File: config.mk
export PLATFORM = sky130hd
export DESIGN_NAME = matrix_wb_arbiter
export DESIGN_NICKNAME = d
export VERILOG_FILES = /design/src/rtl/matrix_wb_arbiter.sv
export SDC_FILE = /design/constraint.sdc
export NUM_CORES = 1
export LEC_CHECK = 0
export ABC_AREA = 1
export ABC_CLOCK_PERIOD_IN_PS = 4890
export CAP_MARGIN = 20
export CORE_ASPECT_RATIO = 2
export CORE_MARGIN = 4
export CORE_UTILIZATION = 48
export CTS_CLUSTER_DIAMETER = 200
export DETAILED_ROUTE_END_ITERATION = 10
export DONT_BUFFER_PORTS = 1
export GPL_TIMING_DRIVEN = 0
export PLACE_DENSITY = 0.66
export RECOVER_POWER = 100
export SYNTH_ARGS = -nofsm -noshare
export SYNTH_HDL_FRONTEND = slang
export SYNTH_SLANG_ARGS = --single-unit
File: constraint.sdc
create_clock -name CLK -period 4.89 [get_ports CLK]
set_clock_uncertainty 0.15 [all_clocks]
set_input_delay 1.467 -clock CLK [delete_from_list [all_inputs] [get_ports CLK]]
set_output_delay 1.467 -clock CLK [all_outputs]
set_load 0.02 [all_outputs]
File: src/rtl/matrix_wb_arbiter.sv
// Writeback arbiter for the matrix register status table: per-FU completion FIFOs,
// round-robin grant of one completion per cycle, registered writeback outputs.
module matrix_wb_arbiter #(
  parameter int NUM_FU = 3,
  parameter int DEPTH  = 2,
  parameter int REG_W  = 6
) (
  input  logic                                  CLK,
  input  logic                                  nRST,
  input  logic                                  flush,
  input  logic [NUM_FU-1:0]                     fu_valid,
  input  logic [NUM_FU*REG_W-1:0]               fu_rd,
  output logic [NUM_FU-1:0]                     fu_ready,
  output logic                                  wb_write,
  output logic [REG_W-1:0]                      wb_sel,
  output logic [1:0]                            wb_tag,
  output logic [NUM_FU*($clog2(DEPTH)+1)-1:0]   pending
);

  localparam int CW = $clog2(DEPTH) + 1;
  localparam int PW = (DEPTH > 1) ? $clog2(DEPTH) : 1;
  localparam logic [CW-1:0] FULL = CW'(DEPTH);
  localparam logic [PW-1:0] LAST = PW'(DEPTH - 1);

  logic [REG_W-1:0] mem    [NUM_FU][DEPTH];
  logic [PW-1:0]    rd_ptr [NUM_FU];
  logic [PW-1:0]    wr_ptr [NUM_FU];
  logic [CW-1:0]    count  [NUM_FU];
  logic [1:0]       rr_ptr;

  logic             grant_valid;
  logic [1:0]       grant_idx;
  logic [REG_W-1:0] head_rd;
  logic [NUM_FU-1:0] push;
  logic [NUM_FU-1:0] pop;
  int               idx;

  function automatic logic [PW-1:0] next_ptr(input logic [PW-1:0] p);
    return (p == LAST) ? '0 : p + 1'b1;
  endfunction

  // Ready looks only at registered occupancy, so a full FIFO being drained still refuses.
  always_comb begin
    fu_ready = '0;
    push     = '0;
    for (int i = 0; i < NUM_FU; i++) begin
      fu_ready[i] = (count[i] != FULL) && !flush;
      push[i]     = fu_valid[i] && fu_ready[i];
    end
  end

  always_comb begin
    grant_valid = 1'b0;
    grant_idx   = '0;
    idx         = 0;
    for (int k = 0; k < NUM_FU; k++) begin
      idx = (int'(rr_ptr) + k) % NUM_FU;
      if (!grant_valid && count[idx] != '0) begin
        grant_valid = 1'b1;
        grant_idx   = 2'(idx);
      end
    end
    pop = '0;
    for (int i = 0; i < NUM_FU; i++) begin
      pop[i] = grant_valid && (grant_idx == 2'(i));
    end
    head_rd = mem[grant_idx][rd_ptr[grant_idx]];
  end

  always_ff @(posedge CLK or negedge nRST) begin
    if (!nRST) begin
      for (int i = 0; i < NUM_FU; i++) begin
        count[i]  <= '0;
        rd_ptr[i] <= '0;
        wr_ptr[i] <= '0;
      end
      rr_ptr   <= '0;
      wb_write <= 1'b0;
      wb_sel   <= '0;
      wb_tag   <= '0;
    end else if (flush) begin
      for (int i = 0; i < NUM_FU; i++) begin
        count[i]  <= '0;
        rd_ptr[i] <= '0;
        wr_ptr[i] <= '0;
      end
      rr_ptr   <= '0;
      wb_write <= 1'b0;
    end else begin
      for (int i = 0; i < NUM_FU; i++) begin
        if (push[i]) wr_ptr[i] <= next_ptr(wr_ptr[i]);
        if (pop[i])  rd_ptr[i] <= next_ptr(rd_ptr[i]);
        if (push[i] && !pop[i])      count[i] <= count[i] + 1'b1;
        else if (pop[i] && !push[i]) count[i] <= count[i] - 1'b1;
      end
      wb_write <= grant_valid;
      // sel/tag keep the last writeback when idle
      if (grant_valid) begin
        wb_sel <= head_rd;
        wb_tag <= grant_idx + 2'd1;
        rr_ptr <= (grant_idx == 2'(NUM_FU - 1)) ? 2'd0 : grant_idx + 2'd1;
      end
    end
  end

  always_ff @(posedge CLK) begin
    for (int i = 0; i < NUM_FU; i++) begin
      if (push[i]) mem[i][wr_ptr[i]] <= fu_rd[i*REG_W +: REG_W];
    end
  end

  for (genvar g = 0; g < NUM_FU; g++) begin : g_pending
    assign pending[g*CW +: CW] = count[g];
  end

endmodule

Yosys cells after proc, flatten, opt, wreduce, memory -nomap -nowiden
Memories as Yosys holds them, arrays and structs flattened.
Cells that the tools add are included.
{"block": "op_classes", "n_mul": 0, "n_bitwise": 9, "order_cmp": 11, "reduce_logical": 44, "n_mux": 58, "shifts": 0, "eq_ne": 5, "div_mod_pow": 3, "add_sub_neg": 15}
{"cell": "$ge 32x3->1 const B", "n": 3}
{"cell": "$not 32->32", "n": 3}
{"cell": "$mod 32x3->32 const B", "n": 2}
{"cell": "$mux 6", "n": 7}
{"cell": "$mux 12", "n": 3}
{"cell": "$mux 2", "n": 18}
{"cell": "$mod 3x3->32 const B", "n": 1}
{"cell": "$mux 1", "n": 21}
{"cell": "$logic_and 1x1->1", "n": 20}
{"cell": "$reduce_bool 2->1", "n": 10}
{"cell": "$demux 6 s1", "n": 3}
{"cell": "$bmux 2 s2", "n": 3}
{"cell": "$logic_not 1->1", "n": 9}
{"cell": "$reduce_bool 3->1", "n": 3}
{"cell": "$add 2x1->2 const B", "n": 4}
{"cell": "$ge 2x2->1 const B", "n": 4}
{"cell": "$not 1->2", "n": 4}
{"cell": "$add 1x1->1 const B", "n": 6}
{"cell": "$lt 2x1->1 const B", "n": 3}
{"cell": "$mux 3", "n": 2}
{"cell": "$ne 2x2->1 const B", "n": 3}
{"cell": "$sub 2x1->2 const B", "n": 3}
{"cell": "$add 2x1->3 const B", "n": 1}
{"cell": "$add 2x2->3 const B", "n": 1}
{"cell": "other kinds (8)", "n": 8}
{"block": "totals", "mem_bits_ro": 0, "latchBits": 0, "inputBits": 24, "mem_count": 1, "register_bits": 23, "mem_bits_rw": 36, "elab_cells": 159, "out_inout_bits": 18}
{"memory": "mem", "depth": 3, "word_bits": 12, "read_ports": 1, "rd_ports_with_merged_regs": 0, "write_ports": 3, "line_no": "25", "rtl": "logic [REG_W-1:0] mem [NUM_FU][DEPTH];"}

Depth between registers and ports, before layout
{"block": "logic_depth", "ltp_word": 21, "ltp_mapped": 17, "mapped_depth_nobuf": 17}

Worst setup path after synthesis
Ideal clock, no wire load.
{"block": "synth_path", "kind": "input-to-output", "from": "input port flush", "to": "output port fu_ready[0]", "required_ns": 3.273, "path_buffers": 0, "arrival_time_ns": 1.906, "setup_slack_ns": 1.367, "path_stages": 1, "cell_sequence": "a21oi_1"}
{"block": "synth_between", "elab_chain_len": 2}
{"item": "start: declaration", "line_no": "10", "rtl": "input logic flush,"}
{"item": "$logic_not 1->1", "line_no": "47", "rtl": "fu_ready[i] = (count[i] != FULL) && !flush;"}
{"item": "$logic_and 1x1->1", "line_no": "47"}
{"item": "end: declaration", "line_no": "13", "rtl": "output logic [NUM_FU-1:0] fu_ready,"}
Every way passes these cells.

Final worst setup path
Ends and elaborated chain as after synthesis.

==> impl_metrics.yaml <==
floorplan:
  die_h_um: 117.5
  core-area_mm2: 0.005758
  die-width_um: 62.74
  initial_utilization: 0.4996
  die-area_mm2: 0.007371
  core.rowCount: 39
  pin_count: 42
global_route:
  grt_max_degree: 24
  antenna_found_initial: 0
  grt_pass1_vias: 1979
  track_usage: 0.1785
  grt_overflow: 0
  grt_pass1_wl_um: 9653
worst_setup_path:
  crit_type: "input port to output port"
  slowest_stage: "a21oi_1"
  worst-path-buf-inv: 0
  cp_data_required_time_ps: 3270
  crit_arrival_ps: 1910
  critPathMaxFanout: 5
  path_delay_family: "compound AO/OA/AOI/OAI gates"
  cpPeakStageDelay_ps: 440
  cp_cell_sequence: "a21oi_1"
  cp-start-kind: "input port"
  end_kind: "output port"
clocking:
  cts_tree: "built"
  cts_setup_buffers: 0
  clkSlewWorstSetupHoldPaths_ps: 50
  ctsResizeCount: 0
  ctsLongestPathBuffers: 2
  cts_made_buffers: 9
  cts_max_level: 3
  cts.sinks: 59
  cts_root_buf: "clkbuf_16"
  ctsHoldBuffers: 0
  clock_latency_ps: 320
synthesis:
  syn_area_per_cell_um2: 9.462
  yosys_warnings: 0
  synth_top_cell_by_area: "edfxtp_1"
  synth_ff_type: "edfxtp_1"
  synth-seq-cells: 59
  ys_types: 27
  synth_edf_count: 36
  synth_top_area_frac: 0.3758
  postSynthCellCount: 304
  synthTopCellsByArea: "edfxtp_1, dfrtp_1, nand2_1"
  synthArstFlopShare: 0.3898
  synth_area_mm2: 0.002877
  ys_seq_area_frac: 0.5759
  synth.most_common_cell: "nand2_1"
  synthTopCellsByCount: "nand2_1, nand3_1, edfxtp_1, nor2_1, dfrtp_1"
  syn_nets: 332
place:
  io_buffers: 0
  hpwl_um: 4780
  gp_congestion: 0.9212
drt:
  drcViolationCount: 0
  via_count: 2008
  routed_wl_um: 6189
  via_per_inst: 5.270
  dr.pass1.iters: 4
  drtIter0Drc: 143
  wire_per_inst_um: 16.24
  antenna_left: 0
sta:
  relSlewSlack: 0.6169
  period_needed_ps: 3529
  final-setup-viol-count: 0
  rsz0062_at_grt: "no"
  finalSetupTns_ps: 0
  worst_pin_slew_ps: 574.7
  final_hold_viol_count: 0
  fmax_mhz: 283.4
  slew_viol_final: 0
  fin_crit_sh: 0.7216
layout:
  n_antenna_cell: 0
  syn2layout_area_growth_pct: 12.14
  drive_gt1_frac: 0.1031
  nets: 343
worst_hold_path:
  hold_class: "flip-flop to flip-flop"
flow_run:
  maxCapViolCount: 0
run_status:
  outcome: "finished clean"
cell usage in the layout, fill, tap and decap left out, drive strengths merged:
cell type  Yosys  layout
nand2         86      86
inv           24      23
clkbuf         1      13
clkinv         1       5
o21ai         16      16
buf            7       5
xnor2          1       1
nand3b         1       1
dfrtp         23      23
edfxtp        36      36
nor3           1       1
a21oi          3       3
nand4          1       1
nand3         58      58
nor2          28      28
or2           12      12
ha             4       4
bufinv         0       3
a31oi          1       1
cells by family after synthesis:
kind of cell / share of synthesized area
DFF: 0.5759
xor gates and xnor gates: 0.003045
buffers and inverters: 0.05567
and+or+nand+nor: 0.3127
adders and majority gates: 0.01740
AOI/OAI and AO/OA: 0.03523
cell type report:
cell class,count,area [um^2]
multi-input combinational,212,1015
sequential,59,1657
clock buffer,10,229.0
clock inverter,6,103.9
fill,536,2532
inverter,25,93.84
tap,61,76.32
buffer,8,51.30
metrics by stage:
| stage | cell area (um^2) | hold WS [ps] | setup slack, ps | util | instances |
|---|---|---|---|---|---|
| global route | 3226 | 405.0 | 1337 | 0.5602 | 381 |
| floorplan | 2877 | 332.2 | 1367 | - | 304 |
| CTS | 3286 | 371.7 | 1328 | 0.5706 | 381 |
| finish | 3226 | 375.0 | 1361 | 0.5602 | 381 |
| global placement | 2953 | 352.5 | 1331 | 0.5128 | 365 |
| detailed placement | 2953 | 362.2 | 1328 | 0.5128 | 365 |
registers in the layout, summed over array words and instances, names as in the netlist:
name and cells:
rr_ptr 2, wb_tag 2, mem 36, wb_sel 6, wr_ptr 3, rd_ptr 3, wb_write 1, pending 6
path summary, 6_finish.rpt:
path | start | end | slack (ps) | cells past startpoint
max | flush | fu_ready[0] | 1360 | 1
min | wr_ptr[2]$_DFFE_PN0P_ | wr_ptr[2]$_DFFE_PN0P_ | 370 | 1
max reg2reg | rr_ptr[0]$_DFFE_PN0P_ | wb_sel[3]$_DFFE_PN0P_ | 1870 | 15
min reg2reg | wr_ptr[2]$_DFFE_PN0P_ | wr_ptr[2]$_DFFE_PN0P_ | 370 | 1
max in group asynchronous | nRST | rr_ptr[1]$_DFFE_PN0P_ | 3830 | 0
min in group asynchronous | nRST | pending[0]$_DFFE_PN0P_ | 680 | 0
routing by layer:
metal,share of wire,GRT usage,up-vias
li1,-,-,1028
met1,0.34,0.1672,928
met2,0.59,0.3385,43
met3,0.045,0.04967,9
met4,0.024,0.09267,0
met5,0,0,-
Power is left out: the tool's default activity adds up to more than one toggle a clock period on the data nets, which glitch-free logic cannot reach.
